### src/rtl/busca_instrucao.sv
// Instruction fetch: holds the PC, fetches with one request in flight, and buffers up to 2 instructions for decode.
// Ports: clk/rst_n; endProx/redireciona come from the next-PC selector, and endAtual (pc+4) goes back to it;
//        mem_* is the request/grant plus response-valid handshake; instr* is the valid/ready queue head toward decode.
module busca_instrucao #(
  parameter int                 LARGURA   = 32,
  parameter logic [LARGURA-1:0] END_RESET = '0
) (
  input  logic               clk,
  input  logic               rst_n,
  input  logic [LARGURA-1:0] endProx,
  input  logic               redireciona,
  output logic [LARGURA-1:0] endAtual,
  output logic               mem_req,
  output logic [LARGURA-1:0] mem_end,
  input  logic               mem_pronto,
  input  logic [LARGURA-1:0] mem_dado,
  input  logic               mem_valido,
  output logic [LARGURA-1:0] instr,
  output logic [LARGURA-1:0] instr_pc,
  output logic               instr_valido,
  input  logic               instr_pronto
);

  typedef enum logic [1:0] {
    BUSCA  = 2'd0,
    ESPERA = 2'd1,
    CHEIO  = 2'd2
  } estado_t;

  localparam logic [LARGURA-1:0] QUATRO = LARGURA'(4);

  estado_t            estado, estado_prox;
  logic [LARGURA-1:0] pc;
  logic [LARGURA-1:0] end_busca;   // address of the request in flight, used to tag its response
  logic               descarte, descarte_prox;

  // second queue slot; the head lives directly in instr/instr_pc/instr_valido
  logic [LARGURA-1:0] seg_dado;
  logic [LARGURA-1:0] seg_pc;
  logic               seg_valido;

  logic       aceito;
  logic       push;
  logic       pop;
  logic [1:0] conta;
  logic [1:0] conta_apos;

  assign endAtual = pc + QUATRO;
  assign mem_end  = pc;

  // Gating with rst_n keeps the request low for as long as reset is held.
  // Gating with redireciona keeps a stale address from being granted.
  assign mem_req = rst_n & (estado == BUSCA) & ~redireciona;
  assign aceito  = mem_req & mem_pronto;
  assign pop     = instr_valido & instr_pronto;
  assign push    = (estado == ESPERA) & mem_valido & ~descarte;

  assign conta      = {1'b0, instr_valido} + {1'b0, seg_valido};
  assign conta_apos = conta + 2'(push) - 2'(pop);

  always_comb begin
    estado_prox   = estado;
    descarte_prox = descarte;
    if (redireciona) begin
      // An outstanding fetch must be absorbed before fetching again, unless it is arriving right now.
      if (estado == ESPERA && !mem_valido) begin
        estado_prox   = ESPERA;
        descarte_prox = 1'b1;
      end else begin
        estado_prox   = BUSCA;
        descarte_prox = 1'b0;
      end
    end else begin
      unique case (estado)
        BUSCA: begin
          if (aceito) estado_prox = ESPERA;
        end
        ESPERA: begin
          if (mem_valido) begin
            descarte_prox = 1'b0;
            estado_prox   = (push && conta_apos == 2'd2) ? CHEIO : BUSCA;
          end
        end
        CHEIO: begin
          if (pop) estado_prox = BUSCA;
        end
        default: estado_prox = BUSCA;
      endcase
    end
  end

  always_ff @(posedge clk or negedge rst_n) begin
    if (!rst_n) begin
      estado    <= BUSCA;
      descarte  <= 1'b0;
      pc        <= END_RESET;
      end_busca <= END_RESET;
    end else begin
      estado   <= estado_prox;
      descarte <= descarte_prox;
      if (redireciona) begin
        pc <= {endProx[LARGURA-1:2], 2'b00};
      end else if (aceito) begin
        pc        <= pc + QUATRO;
        end_busca <= pc;
      end
    end
  end

  // Two-entry queue. The head is filled first, so seg_valido implies instr_valido.
  always_ff @(posedge clk or negedge rst_n) begin
    if (!rst_n) begin
      instr        <= '0;
      instr_pc     <= '0;
      instr_valido <= 1'b0;
      seg_dado     <= '0;
      seg_pc       <= '0;
      seg_valido   <= 1'b0;
    end else if (redireciona) begin
      instr_valido <= 1'b0;
      seg_valido   <= 1'b0;
    end else begin
      unique case ({push, pop})
        2'b10: begin
          if (!instr_valido) begin
            instr        <= mem_dado;
            instr_pc     <= end_busca;
            instr_valido <= 1'b1;
          end else begin
            seg_dado   <= mem_dado;
            seg_pc     <= end_busca;
            seg_valido <= 1'b1;
          end
        end
        2'b01: begin
          if (seg_valido) begin
            instr      <= seg_dado;
            instr_pc   <= seg_pc;
            seg_valido <= 1'b0;
          end else begin
            instr_valido <= 1'b0;
          end
        end
        2'b11: begin
          if (seg_valido) begin
            instr    <= seg_dado;
            instr_pc <= seg_pc;
            seg_dado <= mem_dado;
            seg_pc   <= end_busca;
          end else begin
            instr    <= mem_dado;
            instr_pc <= end_busca;
          end
        end
        default: ;
      endcase
    end
  end

endmodule

### config.mk
export PLATFORM = sky130hd
export DESIGN_NAME = busca_instrucao
export DESIGN_NICKNAME = d
export VERILOG_FILES = /design/src/rtl/busca_instrucao.sv
export SDC_FILE = /design/constraint.sdc
export NUM_CORES = 1
export LEC_CHECK = 0
export ABC_AREA = 1
export BUFFER_PORTS_ARGS = -buffer_cell sky130_fd_sc_hd__buf_4
export CAP_MARGIN = 5
export CORE_UTILIZATION = 59
export CTS_CLUSTER_DIAMETER = 100
export DETAILED_ROUTE_END_ITERATION = 10
export PLACE_DENSITY = 0.88
export SLEW_MARGIN = 0
export SYNTH_ARGS = -nofsm -noshare
export SYNTH_HDL_FRONTEND = slang
export SYNTH_SLANG_ARGS = --single-unit
### constraint.sdc
create_clock -name clk -period 4.1 [get_ports clk]
set_input_delay 1.23 -clock clk [delete_from_list [all_inputs] [get_ports clk]]
set_output_delay 1.23 -clock clk [all_outputs]
set_load 0.02 [all_outputs]
==> Word level (Yosys, flattened, before mapping) <==
Index checks and enable logic that the tools add are counted.
{ "totals": {"register_bits": 197, "inputBits": 70, "output_inout_bits": 130, "word_cells": 87} }
{ "classes": {"add_sub_neg": 4, "eq_ne": 15, "n_mux": 33, "bitwise": 8, "n_reduce_logical": 17} }
{ "op_table": {"columns": ["cell", "count"], "rows": [
  ["32-bit two-way mux", 12],
  ["32-bit case mux with 3 select lines", 2],
  ["32-bit case mux with 2 select lines", 2],
  ["32-bit by 3-bit adder with 32-bit output (second input constant)", 1],
  ["3-bit != test (second input constant)", 5],
  ["2-bit two-way mux", 5],
  ["1-bit two-way mux", 9],
  ["2-bit == test (second input constant)", 4],
  ["2-bit != test (second input constant)", 4],
  ["2-bit AND reduction", 4],
  ["4-bit AND reduction", 2],
  ["2-bit nonzero test", 4],
  ["1-bit bitwise AND", 6],
  ["2-bit case mux with 3 select lines", 1],
  ["3-bit nonzero test", 2],
  ["2-bit by 1-bit == test with 1-bit output (second input constant)", 2],
  ["1-bit case mux with 2 select lines", 2],
  ["3-bit AND reduction", 1],
  ["1-bit by 1-bit adder with 2-bit output", 1],
  ["2-bit by 1-bit adder with 2-bit output", 1],
  ["1-bit logical AND", 2],
  ["2-bit logical NOT", 1],
  ["1-bit NOT", 2],
  ["2-bit by 1-bit subtractor with 2-bit output", 1],
  ["1-bit logical NOT", 1]
]} }

==> Logic depth before layout (Yosys ltp) <==
{ "depth": {"depth_word": 11, "ltp_mapped": 13, "depth_no_buf": 13} }

==> Worst setup path after synthesis <==
OpenSTA, ideal clock, no wires.
{ "synth_timing": {"path_type": "input to output", "from": "input port redireciona", "to": "output port mem_req", "arrival_time_ns": 1.726, "t_required_ns": 2.870, "setup_slack_ns": 1.144, "path_stages": 4, "n_path_buf": 1, "path_cell_list": "buf_4 -> inv_6 -> nand2_4 -> nor2_4"} }
{ "synth_via": {"elab_chain_cells": 2} }
{ "synth_rtl": {"columns": ["item", "line_no", "rtl"], "rows": [
  ["start: declaration", "11", "input logic redireciona,"],
  ["1-bit NOT (no line)", null, null],
  ["1-bit bitwise AND", "53", "assign mem_req = rst_n & (estado == BUSCA) & ~redireciona;"],
  ["end: declaration", "13", "output logic mem_req,"]
]} }
No other way between the ends.

==> Worst setup path in the final report <==
{ "layout_timing": {"from": "register pc[3] (netlist: mem_end[3])", "to": "output port endAtual[16]"} }
{ "layout_via": {"elab_chain_cells": 1} }
{ "layout_rtl": {"columns": ["item", "line_no", "rtl"], "rows": [
  ["start: declaration", "33", "logic [LARGURA-1:0] pc;"],
  ["start signal: assignment", "102", "pc <= {endProx[LARGURA-1:2], 2'b00};"],
  ["start signal: assignment", "104", "pc <= pc + QUATRO;"],
  ["32-bit by 3-bit adder with 32-bit output", "48", "assign endAtual = pc + QUATRO;"],
  ["end: declaration", "12", "output logic [LARGURA-1:0] endAtual,"]
]} }
No other way between the ends.

==> flow_metrics.env <==
export IMPL_period_needed_ns=3.64
export IMPL_ios=200
export IMPL_async_flop_share_pct=100
export IMPL_cpPeakStageDelay_ns=0.47
export IMPL_cts_made_buffers=17
export IMPL_core_um2=15400
export IMPL_drcViolationCount=0
export IMPL_htreeDepth=4
export IMPL_port_buffers=193
export IMPL_antenna_found_initial=0
export IMPL_first_pass_iters=5
export IMPL_synth_edf_count=0
export IMPL_vias=8163
export IMPL_ys_ff_latch=190
export IMPL_place_inst=1564
export IMPL_post_cts_setup_buffers=0
export IMPL_setup_viol=0
export IMPL_relSlewSlack_pct=26.4
export IMPL_cts_resized=0
export IMPL_synth_warnings=0
export IMPL_rsz0062_at_grt="false"
export IMPL_preCtsSetupSlack_ns=0.843
export IMPL_grt_use_total_pct=28.6
export IMPL_critPathCaptureType="primary output"
export IMPL_start_util_pct=61.0
export IMPL_power_density_nw_per_um2=556
export IMPL_synth_area_um2=9370
export IMPL_cts_tree="done"
export IMPL_vias_per_cell=5.12
export IMPL_syn_avg_cell_area_um2=7.77
export IMPL_timing_rr_start="instr_valido"
export IMPL_final_area_um2=11300
export IMPL_grt_pass1_wl_um=36800
export IMPL_die_x_um=128
export IMPL_worst_path_max_fanout=6
export IMPL_peakVddDrop_mv=0.321
export IMPL_dieArea_um2=16400
export IMPL_synth_top_area_share_pct=50.7
export IMPL_place_area_um2=10700
export IMPL_path_cells="ha_1, nand3_1, nor2_1, nand3_1, xor2_1, buf_4"
export IMPL_fillers=1199
export IMPL_fin_cells=1595
export IMPL_cts_path_max_buffers=2
export IMPL_hold_viol_final=0
export IMPL_syn_instance_count=1206
export IMPL_drive_gt1_share_pct=18.6
export IMPL_fin_setup_tns_ns=0
export IMPL_clock_root_buffer="clkbuf_16"
export IMPL_startpoint="mem_end[3]"
export IMPL_final_nets=1445
export IMPL_hpwl_um=15400
export IMPL_cp_required_ns=2.87
export IMPL_arrival_ns=2.41
export IMPL_yosysTopAreaCell="dfrtp_1"
export IMPL_clk_latency_ns=0.42
export IMPL_cts_sinks=190
export IMPL_die_h_um=128
export IMPL_outcome="completed"
export IMPL_worstMarginPinSlew_ns=1.10
export IMPL_crit_top_cell="nand3_1"
export IMPL_drv_cap=0
export IMPL_drt_initial_drc_count=514
export IMPL_area_growth_pct=20.9
export IMPL_startpoint_type="register"
export IMPL_synthFlopType="dfrtp_1"
export IMPL_grt_max_degree=83
export IMPL_postLayoutSetupSlackWorst_ns=0.463
export IMPL_fin_crit_sh_pct=88.7
export IMPL_power_leakage_nw=5.93
export IMPL_clock_skew_ns=0.0106
export IMPL_fmax_ghz=0.275
export IMPL_clk_pin_slew_worst_paths_ns=0.07
export IMPL_r2r_slack_ns=1.86
export IMPL_drtAntennaViolNets=0
export IMPL_worstHoldStart="instr[1]"
export IMPL_grt_overflow_total=0
export IMPL_grt_pass1_vias=7656
export IMPL_cp_slowest_cell="dfrtp_1"
export IMPL_ys_seq_area_share_pct=50.7
export IMPL_cts_hold_buf=0
export IMPL_wirelength_um=22300
export IMPL_synth_distinct_cells=34
export IMPL_final_max_slew_viol_count=0
export IMPL_critPathKind="reg2out"
export IMPL_hold_path_class="reg2reg"
export IMPL_row_count=45
export IMPL_gp_congestion=0.992
export IMPL_num_antenna_cells=0
export IMPL_netlist_top_cells_area="dfrtp_1 (51%), nand2_1 (21%), o21ai_1 (6.9%)"
export IMPL_wl_per_cell_um=14.0
==> flip-flops by register name, indices dropped and copies added, names as in the netlist <==
register and cells:
instr_pc 31, end_busca 30, seg_pc 30, mem_end 30
descarte 1, seg_valido 1, instr_valido 1, seg_dado 32
estado 2, instr 32
==> power by group <==
group | switching, W | internal [W] | total (W)
Combinational | 0.00119 | 0.000803 | 0.00200
Sequential | 0.000309 | 0.00236 | 0.00267
Clock | 0.000685 | 0.000946 | 0.00163
Total | 0.00219 | 0.00411 | 0.00630
==> cells by family (layout without fill, tap and decap cells) <==
| logic type | after synthesis | after routing | synth area share (%) |
|---|---|---|---|
| buffers and inverters | 188 | 363 | 10.1 |
| other | 1 | 4 | 0.0400 |
| AO/OA/AOI/OAI | 189 | 189 | 10.7 |
| flip-flops | 190 | 190 | 50.7 |
| AND/OR/NAND/NOR | 621 | 621 | 26.6 |
| adder cells (fa/ha/maj) | 3 | 3 | 0.401 |
| XOR/XNOR | 14 | 14 | 1.31 |
==> synth_stat cells (all sizes together) (2+ instances only) <==
| cell type | n |
|---|---|
| o211ai | 8 |
| nor2 | 56 |
| inv | 129 |
| ha | 3 |
| dfrtp | 190 |
| xor2 | 13 |
| clkbuf | 14 |
| nor3 | 2 |
| nand2 | 533 |
| buf | 45 |
| nand3 | 26 |
| o21ai | 179 |
| nand3b | 2 |
==> final timing paths <==
| check | end | depth (start not counted) |
|---|---|---|
| max in group asynchronous | seg_dado[2] | 3 |
| min | instr[1] | 2 |
| min in group asynchronous | seg_dado[27] | 2 |
| min reg2reg | instr[1] | 2 |
| max | endAtual[16] | 6 |
| max reg2reg | seg_pc[16] | 6 |
==> metrics by stage <==
step	hold slack, ns	power [W]	util [%]
finish	0.477	0.00630	73.7
global route	0.497	0.00663	73.7
CTS	0.483	0.00633	73.7
detailed placement	0.466	0.00469	69.9
global placement	0.463	0.00462	69.9
floorplan	0.453	0.00380	-
==> worst max-delay path, delay by kind of cell, from the launching register on <==
| family | cells | cell delay (ns) |
|---|---|---|
| flops | 1 | 0.47 |
| buf+inv | 1 | 0.18 |
| xor+xnor | 1 | 0.23 |
| fa+ha+maj | 1 | 0.34 |
| simple gates | 3 | 0.77 |
==> layer usage <==
layer  vias to the layer above  part of all wire [%]  track usage (%)
met5                         -                     0                0
met4                         0                   2.2             10.2
met3                        36                   6.6             4.34
met2                       328                    46             45.7
met1                      3732                    45             40.0
li1                       4067                     -                -
==> layout make-up <==
type                            count  area [um^2]  area share (%)
Multi-Input combinational cell    831         3680            32.5
Clock inverter                      9          111           0.983
Inverter                          129          489            4.32
Timing Repair Buffer              203         1560            13.7
Sequential cell                   190         4750            42.0
Tap cell                          211          264            2.33
Clock buffer                       22          474            4.19
==> cells in the final DEF, fill, tap and decap left out, types with 3 or more instances in the layout <==
master / netlist / layout
inv_1: 126 / 126
clkbuf_16: 0 / 17
o21ai_0: 47 / 47
nand2_2: 6 / 6
clkbuf_8: 0 / 4
dfrtp_1: 190 / 190
clkinv_4: 0 / 3
xor2_1: 13 / 13
nor2_4: 3 / 3
o21ai_1: 130 / 130
ha_1: 3 / 3
nor2_2: 3 / 3
o211ai_1: 6 / 6
nand2_1: 524 / 524
buf_4: 10 / 200
nand2_4: 3 / 3
nor2_1: 48 / 48
nand3_1: 25 / 25
conb_1: 1 / 4
No activity file was read; power rests on OpenSTA's default activity.
